## src/rtl/seq_mag_comp.sv

```systemverilog
// Multi-cycle magnitude comparator: walks both operands MSB-first, CHUNK bits per
// RUN cycle, and reports lt/eq/gt plus the number of RUN cycles used.
module seq_mag_comp #(
   parameter  int WIDTH      = 16,
   parameter  int CHUNK      = 4,
   parameter  int EARLY_EXIT = 1,
   localparam int NCHUNK     = WIDTH / CHUNK,
   localparam int CW         = $clog2(NCHUNK + 1)
) (
   input  logic             clk,
   input  logic             rst,
   input  logic             in_valid,
   output logic             in_ready,
   input  logic [WIDTH-1:0] a,
   input  logic [WIDTH-1:0] b,
   input  logic             signed_mode,
   output logic             out_valid,
   input  logic             out_ready,
   output logic             lt,
   output logic             eq,
   output logic             gt,
   output logic [CW-1:0]    cycles
);

   localparam int IW = (NCHUNK > 1) ? $clog2(NCHUNK) : 1;

   typedef enum logic [1:0] {S_IDLE, S_RUN, S_DONE} state_t;

   state_t           state_q, state_d;
   logic [WIDTH-1:0] a_q, a_d, b_q, b_d;
   logic [IW-1:0]    idx_q, idx_d;
   logic [CW-1:0]    cycles_q, cycles_d;
   logic             lt_q, lt_d, eq_q, eq_d, gt_q, gt_d;

   // Operands shift left each RUN cycle, so the chunk under test is always the top one.
   logic [CHUNK-1:0] chunk_a, chunk_b;
   logic             differ, found;

   assign chunk_a = a_q[WIDTH-1 -: CHUNK];
   assign chunk_b = b_q[WIDTH-1 -: CHUNK];
   assign differ  = (chunk_a != chunk_b);
   assign found   = lt_q | gt_q;

   // NOTE: every variable gets a default before the case so no latch is inferred.
   always_comb begin
      state_d  = state_q;
      a_d      = a_q;
      b_d      = b_q;
      idx_d    = idx_q;
      cycles_d = cycles_q;
      lt_d     = lt_q;
      eq_d     = eq_q;
      gt_d     = gt_q;
      unique case (state_q)
         S_IDLE: begin
            if (in_valid) begin
               // Flipping the sign bit of both operands turns a signed compare into an unsigned one.
               a_d              = a;
               b_d              = b;
               a_d[WIDTH-1]     = a[WIDTH-1] ^ signed_mode;
               b_d[WIDTH-1]     = b[WIDTH-1] ^ signed_mode;
               idx_d            = '0;
               cycles_d         = '0;
               lt_d             = 1'b0;
               eq_d             = 1'b0;
               gt_d             = 1'b0;
               state_d          = S_RUN;
            end
         end
         S_RUN: begin
            cycles_d = cycles_q + CW'(1);
            a_d      = a_q << CHUNK;
            b_d      = b_q << CHUNK;
            if (differ && !found) begin
               gt_d = (chunk_a > chunk_b);
               lt_d = (chunk_a < chunk_b);
            end
            if ((differ && !found && (EARLY_EXIT != 0)) || (idx_q == IW'(NCHUNK - 1))) begin
               eq_d    = !(found || differ);
               state_d = S_DONE;
            end else begin
               idx_d = idx_q + IW'(1);
            end
         end
         S_DONE: begin
            if (out_ready) state_d = S_IDLE;
         end
         default: state_d = S_IDLE;
      endcase
   end

   // NOTE: state registers use non-blocking assignments so all of them update together.
   always_ff @(posedge clk or posedge rst) begin
      if (rst) begin
         state_q  <= S_IDLE;
         a_q      <= '0;
         b_q      <= '0;
         idx_q    <= '0;
         cycles_q <= '0;
         lt_q     <= 1'b0;
         eq_q     <= 1'b0;
         gt_q     <= 1'b0;
      end else begin
         state_q  <= state_d;
         a_q      <= a_d;
         b_q      <= b_d;
         idx_q    <= idx_d;
         cycles_q <= cycles_d;
         lt_q     <= lt_d;
         eq_q     <= eq_d;
         gt_q     <= gt_d;
      end
   end

   assign in_ready  = (state_q == S_IDLE) && !rst;
   assign out_valid = (state_q == S_DONE);
   assign lt        = lt_q;
   assign eq        = eq_q;
   assign gt        = gt_q;
   assign cycles    = cycles_q;

endmodule

```

## config.mk

```make
export PLATFORM = sky130hd
export DESIGN_NAME = seq_mag_comp
export DESIGN_NICKNAME = d
export VERILOG_FILES = /design/src/rtl/seq_mag_comp.sv
export SDC_FILE = /design/constraint.sdc
export NUM_CORES = 1
export LEC_CHECK = 0
export CORE_MARGIN = 10
export CORE_UTILIZATION = 45
export CTS_CLUSTER_SIZE = 12
export DETAILED_ROUTE_END_ITERATION = 6
export GPL_TIMING_DRIVEN = 0
export HOLD_SLACK_MARGIN = 0.05
export PLACE_DENSITY = 0.77
export SYNTH_ARGS = -nofsm -noshare
export SYNTH_HDL_FRONTEND = slang
export SYNTH_SLANG_ARGS = --single-unit
```

## constraint.sdc

```tcl
create_clock -name clk -period 1.7 [get_ports clk]
set_clock_uncertainty 0.15 [all_clocks]
set_input_delay 0.255 -clock clk [delete_from_list [all_inputs] [get_ports clk]]
set_output_delay 0.255 -clock clk [all_outputs]
set_load 0.02 [all_outputs]
```

**Yosys cells after proc, flatten, opt, wreduce, memory -nomap -nowiden**

Cells that the tools add are included.

- Logic and storage cells: 58
- Output and inout bits: 8
- Memory bits (writable): 0
- Register bits after elaboration: 42
- Bits in read-only memories: 0
- Bits in latches: 0
- Memories: 0
- Input port bits: 37

- $add $sub $neg: 2
- Order comparisons: 2
- Bitwise logic cells: 3
- Reductions and logical operators: 14
- Mux-type cells: 20
- $mul: 0
- Eq/ne operators: 9
- Shift operators: 0
- Div/mod/pow operators: 0

Operator list:

| cell | number |
|---|---|
| $pmux W16 S2 | 2 |
| $mux W16 | 2 |
| $reduce_and A3 Y1 | 4 |
| $mux W2 | 5 |
| $ne A2 B2 Y1 const B | 4 |
| $pmux W1 S2 | 3 |
| $pmux W2 S3 | 1 |
| $pmux W3 S2 | 1 |
| $eq A2 B2 Y1 const B | 2 |
| $gt A4 B4 Y1 | 1 |
| $lt A4 B4 Y1 | 1 |
| $mux W1 | 4 |
| $ne A4 B4 Y1 | 1 |
| $pmux W2 S2 | 1 |
| $add A3 B1 Y3 const B | 1 |
| $logic_not A1 Y1 | 3 |
| $mux W3 | 1 |
| $add A2 B1 Y2 const B | 1 |
| $eq A2 B1 Y1 const B | 1 |
| $logic_and A1 B1 Y1 | 2 |
| $logic_not A2 Y1 | 1 |
| $logic_or A1 B1 Y1 | 2 |
| $ne A2 B1 Y1 const B | 1 |
| $reduce_and A2 Y1 | 1 |
| 3 further kinds | 4 |

**Depth between registers and ports, before layout**

Gate-level depths: netlist of run 1.

- Word-level depth: 6
- Gate-level depth with buffers: 6
- Depth with buffers taken out: 6

**Worst setup path after synthesis of run 1**

No wires, ideal clock.

- Path kind: register to register
- From: register a_q[15]
- To: register eq_q, in the netlist eq
- Data arrival time: 1,436 ps
- Slack: -6 ps
- Data required time: 1,430 ps
- Library setup time: 120 ps
- Stages on the path, launching flop included: 6
- Buffers on the path: 0
- Period minus slack after synthesis: 1,706 ps
- Cells stage by stage: dfrtp_1 > ha_1 > and4_4 > o311ai_4 > a21boi_2 > a31o_1

- Word-level cells in the longest chain between the ends: 5
- Elaborated cells on any way between the ends: 9
- Those cells by class: eq/ne: 2; mux: 2; reduce/logical: 5

RTL lines:

| element | RTL line | text |
|---|---|---|
| start, declared | 30 | `logic [WIDTH-1:0] a_q, a_d, b_q, b_d;` |
| start signal, assigned | 96 | `a_q <= '0;` |
| start signal, assigned | 105 | `a_q <= a_d;` |
| $ne A4 B4 Y1 * | 41 | `assign differ = (chunk_a != chunk_b);` |
| $logic_or A1 B1 Y1 or $logic_and A1 B1 Y1 (tied branches) | 79, 78 |  |
| $logic_not A1 Y1 or $logic_or A1 B1 Y1 (tied branches) | 79, 78 |  |
| $mux W1 or $ne A2 B2 Y1 (tied branches) | n/a |  |
| $pmux W1 S2 or $reduce_and A3 Y1 (tied branches) | n/a |  |
| end signal, assigned | 110 | `eq_q <= eq_d;` |
| end, declared | 33 | `logic lt_q, lt_d, eq_q, eq_d, gt_q, gt_d;` |

Mark *: on every way between the ends. The rest lies on a longest branch, timed or not. The select of a mux whose other input is x is not followed.
A chain may end at the register's enable or synchronous reset.

**Worst setup path in the final report of run 1**

- From: register state_q[1]
- To: output in_ready

- Word-level cells in the longest chain between the ends: 2

RTL lines:

| element | RTL line | text |
|---|---|---|
| start, declared | 29 | `state_t state_q, state_d;` |
| start signal, assigned | 104 | `state_q <= state_d;` |
| $logic_not A2 Y1 | 115 | `assign in_ready = (state_q == S_IDLE) && !rst;` |
| $logic_and A1 B1 Y1 | 115 |  |
| end, declared | 13 | `output logic in_ready,` |

Every way passes these cells.

==> run metrics, run 1 <==
Via density=5.30; RSZ-0062 raised after global routing=true; FMAX=between 0.6 and 0.7 GHz; Worst Max-Slew Pin Slew=852 ps; ys async rst share=100%; Final ANT Viol Nets=0; post-synthesis mux area share=0%; Final period util=97.5%; TritonCTS clock tree=built; multi-input logic area=861 µm²; top area cells in the synthesized netlist=dfrtp_1 52%, nand2_1 9.3%, a31oi_1 6.8%; Residual DRC=0; Peak supply drop=0.858 mV; largest net degree at the start of global routing=43; # rows=24; count of final hold-check violations=0; EDFF count, synth=0; compound-gate portion of the synthesized area=16.8%; DP HPWL=approximately 3.5 mm; post-synthesis cell count=~210; Clock Sinks=between 40 and 50; GRT Util Overall=13.5%; H-tree Lvls=2; fin worst setup slack=42.7 ps; Place WS=-160 ps; xor/xnor share of the synthesized area=1.30%; Diodes inserted=0; Final Wtd Congestion=0.877; Max Buffers Root-to-Sink=2; crit path time final=1660 ps; Storage cell area=between 1000 and 1500 µm²; leakage=1.25 nW; WL final=4.81 mm; nets@finish=about 320; Die X=between 80 and 90 µm; post-synthesis sequential area ratio=52.0%; initial antenna violation count=0; Cell Area, Synth=2020 µm²; Primary FF master, synth=dfrtp_1; total power=roughly 4.7 mW; vias in the first global route=1868; Routed wire per std cell=14.8 µm; Hold Crit Class=in2async; Die H=87.0 µm; final hold slack=338 ps; startpoint types=flop; largest family of logic cells by synthesized area=simple AND/OR/NAND/NOR gates; I/O Buffers=44; power per standard cell area=1740 nW/µm²; Core Area=4350 µm²; Post-Synth Simple-Gate Area=19.6%; Final setup viols=0; initial DRC count=about 130; Cells after DPL=310; total gr overflow=0; Adder-Cell Fraction of Synth Area=roughly 3.7%; critical path arrival=1250 ps; Root Driver=clkbuf_8; clk_lat worst skew=between 200 and 300 ps; First-pass DRT Iterations=4; setup TNS=0 ps; Yosys top cell area share=52.0%; post-synthesis net count=approximately 260; Die Footprint=7570 µm²; Synth cell types=28; filler cell count in the final layout=368; Clock transition at path regs=~80 ps; CP Data Required Time=~1300 ps; count leader, synth=nand2_1; Post-Syn Area per Cell=9.44 µm²; maxcap violations=0; area leader, netlist=dfrtp_1; FF+latch count, synth=42; Syn-to-layout area delta=33.5%; CP Class=reg2out; synth warn=0; I/O pin cnt=45; vias=~1.7k; peak fanout along the critical path=9; endpoint class of the critical path=output pin; first-pass GRT wire length=slightly above 8 mm; layout cells sized above 1=13.9%; Max-slew headroom=about 43%; Post-synth top cells=50 x nand2_1, 42 x dfrtp_1, 28 x nor2_1; Inserted Clock Buffers=5; Initial Util=approximately 46%; fin cells=about 330; Final Max Tran Viols=0; status=finished clean
## timing repair
action                                  4_1_cts  5_1_grt
endpoints found under the setup margin        8        7
pin swaps                                     4        3
resized for setup                            14        5
hold buffers                                  0        0
setup buffers                                 6        1
## layer usage
metal  track usage (%)  routed length [µm]  vias up  share of wire, %
met5                 0                   0        -                 0
met4              7.66                 125        0               2.6
met3              3.84                 328       12               6.8
met2              21.9                2290       63                48
met1              15.5                2070      802                43
li1                  -                   -      847                 -
## final timing paths
kind | start | end | slack [ps] | cells after the start
setup / recovery | state_q[1]$_DFFE_PP0P_ | in_ready | 40 | 3
hold / removal | rst | state_q[1]$_DFFE_PP0P_ | 340 | 2
setup reg to reg | b_q[14]$_DFFE_PP0P_ | idx_q[0]$_DFFE_PP0P_ | 50 | 7
hold reg to reg | idx_q[0]$_DFFE_PP0P_ | idx_q[0]$_DFFE_PP0P_ | 350 | 1
max in group asynchronous | rst | a_q[2]$_DFFE_PP0P_ | 520 | 2
min in group clk | idx_q[0]$_DFFE_PP0P_ | idx_q[0]$_DFFE_PP0P_ | 350 | 1
## worst max-delay path, stage by stage, from the launching register on
cell and delay, ps:
dfrtp_1 380, buf_6 130, nor3_1 170, clkdlybuf4s15_2 280
## report_power, final
group | switching, mW | internal, mW | total (mW) | leakage, nW
Clock | 0.329 | 0.328 | 0.656 | 0.0482
Sequential | 0.310 | 1.46 | 1.77 | 0.507
Combinational | 1.20 | 1.05 | 2.25 | 0.692
Total | 1.84 | 2.84 | 4.68 | 1.25
## flip-flops by register name, indices dropped and copies added, names as in the netlist
| register | cells |
|---|---|
| eq | 1 |
| b_q | 16 |
| gt | 1 |
| idx_q | 2 |
| cycles | 3 |
| state_q | 2 |
| lt | 1 |
| a_q | 16 |
## through the flow
step / util (%) / area [µm²]
after floorplan: - / 2020
after global routing: 61.9 / 2700
final: 61.9 / 2700
after global placement: 58.0 / 2520
after detailed placement: 58.0 / 2520
after CTS: 61.7 / 2690
## layout by cell type (no fill, tap or decap), types with 2 or more instances in the layout
master	count
nand2_1	50
dfrtp_1	42
clkdlybuf4s50_1	37
nor2_1	28
a31oi_1	22
a22o_1	10
buf_4	9
buf_2	7
a21oi_1	6
clkbuf_8	6
buf_6	5
inv_1	5
ha_1	4
inv_2	3
nor2b_1	3
dlygate4sd2_1	3
and2b_1	2
nand2b_1	2
o21ai_0	2
nor4_1	2
nand3_1	2
xnor2_1	2
nor3_1	2
o21ai_1	2
ha_4	2
dlymetal6s2s_1	2
## area by class of cell
type / instances / area share [%]
inverters: 8 / 1.11
flip-flops and latches: 42 / 39.0
repair buffers: 51 / 18.3
multi-input cells: 150 / 31.9
well taps: 52 / 2.41
plain buffers: 14 / 3.81
clock buffers: 7 / 3.20
clock inverters: 1 / 0.186
## logic make-up after synthesis
kind of cell               count (synthesis)
adders and majority gates                  6
AOI/OAI and AO/OA                         47
and+or+nand+nor                           94
buffers and inverters                     22
DFF                                       42
xor gates and xnor gates                   3
Note: power is estimated with default switching activity, not from simulation.
==> inputs of run 2 (changes only) <==
--- a/config.mk
+++ b/config.mk
@@ -5,13 +5,14 @@
 export SDC_FILE = /design/constraint.sdc
 export NUM_CORES = 1
 export LEC_CHECK = 0
+export ABC_AREA = 1
 export CORE_MARGIN = 10
-export CORE_UTILIZATION = 45
+export CORE_UTILIZATION = 46
 export CTS_CLUSTER_SIZE = 12
 export DETAILED_ROUTE_END_ITERATION = 6
 export GPL_TIMING_DRIVEN = 0
 export HOLD_SLACK_MARGIN = 0.05
-export PLACE_DENSITY = 0.77
+export PLACE_DENSITY = 0.78
 export SYNTH_ARGS = -nofsm -noshare
 export SYNTH_HDL_FRONTEND = slang
 export SYNTH_SLANG_ARGS = --single-unit
==> run 2 against run 1 <==
Effect of this change: global-route usage is 0.57 points lower; routed wire length decreased by 0.81%; worst setup slack better by 63 ps; via count is 2.1% higher; register-to-register slack improved by 110 ps; sequential share of layout area fell by 0.43 points; critical endpoint is now out_valid; synthesized cell count rose by 17%; non-clock buffer count decreased by 9; maximum frequency increased by 3.9%; synthesized area increased by 5.5%; die area grew 2.5%.
==> run metrics, run 2 <==
final instance area=2730 µm²; Residual DRC=0; Hold Crit Class=in2async; nets@finish=345; multi-input logic area=approximately 840 µm²; Synth cell types=21; Final period util=93.8%; initial DRC count=between 80 and 90; WL final=about 4.8 mm; area leader, netlist=dfrtp_1; Yosys top cell area share=49.3%; total power=around 4.7 mW; setup bufs post-CTS=0; EDFF count, synth=0; Core Area=4410 µm²; Final Wtd Congestion=0.815; I/O Buffers=44; post-synthesis cell count=251; power per standard cell area=approximately 1700 nW/µm²; Cell Area, Synth=2130 µm²; CP Class=reg2out; Diodes inserted=0; RSZ-0062 raised after global routing=false; final hold slack=316 ps; FF+latch count, synth=42; filler cell count in the final layout=380; TritonCTS clock tree=built; clk_lat worst skew=300 ps; crit path time final=approximately 1600 ps; Syn-to-layout area delta=27.9%; Die X=88.1 µm; Cells after DPL=347; synth warn=0; Final setup viols=0; FMAX=0.627 GHz; post-synthesis net count=just under 300; maxcap violations=0; commonest non-fill, non-tap cells in the layout=64 x nand2_1, 42 x dfrtp_1, 36 x inv_1, 36 x clkdlybuf4s50_1, 33 x o21ai_1; CP max stage cell=dfrtp_1; layout cells sized above 1=approximately 12%; DP HPWL=3.50 mm; family with the most delay on the worst path=flip-flops; GRT Util Overall=12.9%; worst path bufs/invs=1; Clock Sinks=42; Root Driver=clkbuf_8; fin cells=355; Primary FF master, synth=dfrtp_1; Post-Syn Area per Cell=8.49 µm²; Area after DPL=2640 µm²; post-synthesis sequential area ratio=49.3%; initial antenna violation count=0; ys async rst share=100%; Die Footprint=7750 µm²; Metal-1 WL=2.09 mm; count of final hold-check violations=0; Final Max Tran Viols=0; Peak supply drop=between 0.7 and 0.8 mV; Initial Util=around half; I/O pin cnt=between 40 and 50; routed wl met3=about 280 µm; Storage cell area=1050 µm²; # rows=24; count leader, synth=nand2_1; peak fanout along the critical path=5; Post-synth top cells=64 x nand2_1, 42 x dfrtp_1, 37 x inv_1; Final ANT Viol Nets=0; startpoint types=flop; Max Buffers Root-to-Sink=2; largest net degree at the start of global routing=between 40 and 50; first-pass GRT wire length=7.96 mm; critical path arrival=1190 ps; fin util=61.7%; status=finished clean; Max-slew headroom=between 40% and 50%; Die H=roughly 90 µm; Clock transition at path regs=80 ps; worst-path cell chain=nor2_1 -> dlygate4sd2_1; top area cells in the synthesized netlist=dfrtp_1 49%, nand2_1 11%, o21ai_1 7.8%; Worst Max-Slew Pin Slew=about 850 ps; vias=1761; commonest non-fill, non-tap cell in the layout=nand2_1; Top Metal Used=met4; max incr delay on CP=440 ps; Via density=a little under 5; H-tree Lvls=2; First-pass DRT Iterations=4; CP Data Required Time=1290 ps; DR WL met2=2.31 mm; leakage=1.36 nW; endpoint class of the critical path=output pin; total gr overflow=0; Routed wire per std cell=approximately 13 µm; vias in the first global route=1789; Inserted Clock Buffers=5
run 2: changes by cell type in the layout (fill, tap and decap cells not counted), moves of 5 or more:
cell      delta
o21ai_1     +31
buf_4        -6
nand2_1     +14
o211ai_2     +8
a31oi_1     -22
inv_1       +31
nor2_1      -20
o211ai_1    +11
a22o_1      -10
nand3_1      +5
run 2: worst paths after layout:
kind                                        startpoint                endpoint  slack, ps  cells past startpoint
worst max-delay path            state_q[0]$_DFFE_PP0P_               out_valid        110                      2
worst min-delay path                               rst  state_q[1]$_DFFE_PP0P_        320                      2
worst max register to register     a_q[15]$_DFFE_PP0P_          lt$_DFFE_PP0P_        160                      8
worst min register to register   cycles[2]$_DFFE_PP0P_   cycles[2]$_DFFE_PP0P_        320                      1
max in group asynchronous                          rst      a_q[6]$_DFFE_PP0P_        540                      2
min in group clk                 cycles[2]$_DFFE_PP0P_   cycles[2]$_DFFE_PP0P_        320                      1
run 2: stage by stage:
| step | TNS [ps] | worst slack, ps |
|---|---|---|
| after global routing | 0 | 6.34 |
| after global placement | -26270 | -612 |
| final | 0 | 105 |
| after detailed placement | -806 | -157 |
| after floorplan | 0 | 264 |
| after CTS | 0 | 4.74 |
run 2: layout make-up:
type | count | share of cell area [%]
Buffer | 12 | 3.17
Clock buffer | 7 | 3.17
Clock inverter | 1 | 0.184
Inverter | 41 | 5.65
Multi-Input combinational cell | 156 | 30.9
Sequential cell | 42 | 38.6
Tap cell | 52 | 2.39
Timing Repair Buffer | 44 | 15.9
run 2: timing repair:
action | CTS | global route
hold buffers | 0 | 0
setup endpoints to repair | 6 | 9
resized for setup | 6 | 8
run 2: metal layers:
| metal | track usage [%] | up-vias |
|---|---|---|
| met2 | 21.4 | 37 |
| met5 | 0 | - |
| li1 | - | 916 |
| met3 | 4.09 | 7 |
| met4 | 6.42 | 0 |
| met1 | 14.7 | 801 |
run 2: kinds of logic (layout without fill, tap and decap cells):
family | count (synthesis) | count (layout) | synth area share (%)
buf+inv | 53 | 105 | 11.2
simple gates | 86 | 86 | 16.7
fa+ha+maj | 6 | 6 | 3.52
compound gates | 64 | 64 | 19.3
flops | 42 | 42 | 49.3
run 2: power by group:
group | switching, mW | internal [mW] | total, mW
logic | 1.50 | 0.930 | 2.43
registers | 0.187 | 1.46 | 1.65
clock network | 0.340 | 0.328 | 0.667
==> inputs of run 3 (changes only) <==
--- a/config.mk
+++ b/config.mk
@@ -7,12 +7,13 @@
 export LEC_CHECK = 0
 export ABC_AREA = 1
 export CORE_MARGIN = 10
-export CORE_UTILIZATION = 46
+export CORE_UTILIZATION = 35
 export CTS_CLUSTER_SIZE = 12
 export DETAILED_ROUTE_END_ITERATION = 6
+export GPL_ROUTABILITY_DRIVEN = 0
 export GPL_TIMING_DRIVEN = 0
-export HOLD_SLACK_MARGIN = 0.05
-export PLACE_DENSITY = 0.78
+export HOLD_SLACK_MARGIN = 0.1
+export PLACE_DENSITY = 0.63
 export SYNTH_ARGS = -nofsm -noshare
 export SYNTH_HDL_FRONTEND = slang
 export SYNTH_SLANG_ARGS = --single-unit
==> run 3 against run 2 <==
Effect of this change: count of clock-buffer cells in the layout is 2 lower; critical path depth is 1 lower; core utilization is 15 points lower; critical endpoint is now eq; largest cell class unchanged.
==> run metrics, run 3 (synthesized netlist as in run 2, its figures left out) <==
status=finished clean; worst-path cell chain=clkdlybuf4s50_1; fin cells=roughly 380; vias=1797; clk_lat worst skew=290 ps; fin worst setup slack=37.1 ps; total power=between 4 and 5 mW; worst r2r dst=gt$_DFFE_PP0P_; Initial Util=between 30% and 40%; CP Data Required Time=1290 ps; Die H=98.0 µm; critical path arrival=1260 ps; Place WS=-169 ps; power per standard cell area=1770 nW/µm²; Die Footprint=9610 µm²; # rows=28; Seq pwr share=33.7%; max incr delay on CP=roughly 600 ps; Cells after DPL=370; clock share of power=16.0%; vias in the first global route=1827; maxcap violations=0; FMAX=0.601 GHz; startpoint types=flop; CP Depth=1; Via density=4.75; first-pass GRT wire length=8.67 mm; GRT Util Overall=10.7%; Hold Crit Class=reg2reg; Area after DPL=2670 µm²; I/O pin cnt=45; Worst Setup EP=eq; CP max stage cell=clkdlybuf4s50_1; Syn-to-layout area delta=30.1%; Gate power share=between 50% and 60%; Final setup viols=0; NetSw=~2.1 mW; count of final hold-check violations=0; DP HPWL=3.74 mm; Final ANT Viol Nets=0; I/O Buffers=44; Final Max Tran Viols=0; Sw Share=between 40 and 50%; total gr overflow=0; Root Driver=clkbuf_8; family with the most delay on the worst path=buffers and inverters; Residual DRC=0; First-pass DRT Iterations=4; nets@finish=345; Routed wire per std cell=13.3 µm; P_int=2.83 mW; Core Area=5920 µm²; TritonCTS clock tree=built; crit path time final=around 1700 ps; layout cells sized above 1=between 10% and 20%; reg2reg start=a_q[15]$_DFFE_PP0P_; endpoint class of the critical path=output pin; initial antenna violation count=0; Die X=98.0 µm; Peak supply drop=0.708 mV; peak fanout along the critical path=2; commonest non-fill, non-tap cell in the layout=nand2_1; Final period util=a little over nine tenths; CP Class=reg2out; H-tree Lvls=2; Inserted Clock Buffers=5; commonest non-fill, non-tap cells in the layout=63 x nand2_1, 42 x dfrtp_1, 37 x clkdlybuf4s50_1; Clock Sinks=42; setup bufs post-CTS=0; RSZ-0062 raised after global routing=false; leakage=1.35 nW; CP Launch Point=eq$_DFFE_PP0P_; Diodes inserted=0; FF-to-FF setup slack=180 ps; worst path bufs/invs=1; largest net degree at the start of global routing=between 40 and 50; Worst Max-Slew Pin Slew=866 ps; Clock transition at path regs=~80 ps; Worst Reg-to-Reg Cells=8; Max Buffers Root-to-Sink=2; final instance area=2770 µm²; initial DRC count=79; Max-slew headroom=42.2%; WL final=5.04 mm
run 3: per-stage QoR:
stage | util [%] | hold slack [ps] | TNS, ps
after floorplan | - | 232 | 0
after global placement | 45.0 | 313 | -27020
after detailed placement | 45.0 | 317 | -1110
after CTS | 46.7 | 331 | 0
after global routing | 46.8 | 345 | 0
final | 46.8 | 327 | 0
run 3: repair_timing:
item | 4_1_cts | 5_1_grt
pin swaps | 0 | 0
hold buffers | 0 | 0
setup endpoints to repair | 6 | 10
resized for setup | 6 | 8
run 3: area by class of cell:
cell class / instances / area (µm²)
Inverter: 41 / 154
Sequential cell: 42 / 1050
Clock inverter: 3 / 40.0
Timing Repair Buffer: 44 / 432
Tap cell: 75 / 93.8
Fill cell: 601 / 3150
Buffer: 12 / 86.3
Multi-Input combinational cell: 156 / 846
Clock buffer: 5 / 68.8
run 3: power by group through the flow:
stage               Sequential [mW]  Clock, mW  Combinational (mW)
CTS                            1.66      0.794                2.47
global route                   1.71      0.837                2.83
global placement               1.66          0                2.45
detailed placement             1.68          0                2.50
floorplan                      1.70          0                1.77
finish                         1.65      0.782                2.46
run 3: worst min path at each step:
| stage | start | to | slack (ps) | depth (start not counted) |
|---|---|---|---|---|
| after CTS | cycles[2]$_DFFE_PP0P_ | cycles[2]$_DFFE_PP0P_ | 330 | 1 |
| after floorplan | a[0] | a_q[0]$_DFFE_PP0P_ | 230 | 2 |
| after global placement | cycles[2]$_DFFE_PP0P_ | cycles[2]$_DFFE_PP0P_ | 310 | 1 |
| final | cycles[2]$_DFFE_PP0P_ | cycles[2]$_DFFE_PP0P_ | 330 | 1 |
| after detailed placement | eq$_DFFE_PP0P_ | eq$_DFFE_PP0P_ | 320 | 2 |
| after global routing | b[3] | b_q[3]$_DFFE_PP0P_ | 350 | 3 |
run 3: metal layers:
metal | wire length, µm | GRT usage, % | vias up | share of wire (%)
li1 | - | - | 909 | -
met4 | 74 | 3.91 | 0 | 1.5
met5 | 0 | 0 | - | 0
met2 | 2380 | 17.0 | 36 | 47
met1 | 2310 | 13.4 | 845 | 46
met3 | 276 | 3.24 | 7 | 5.5
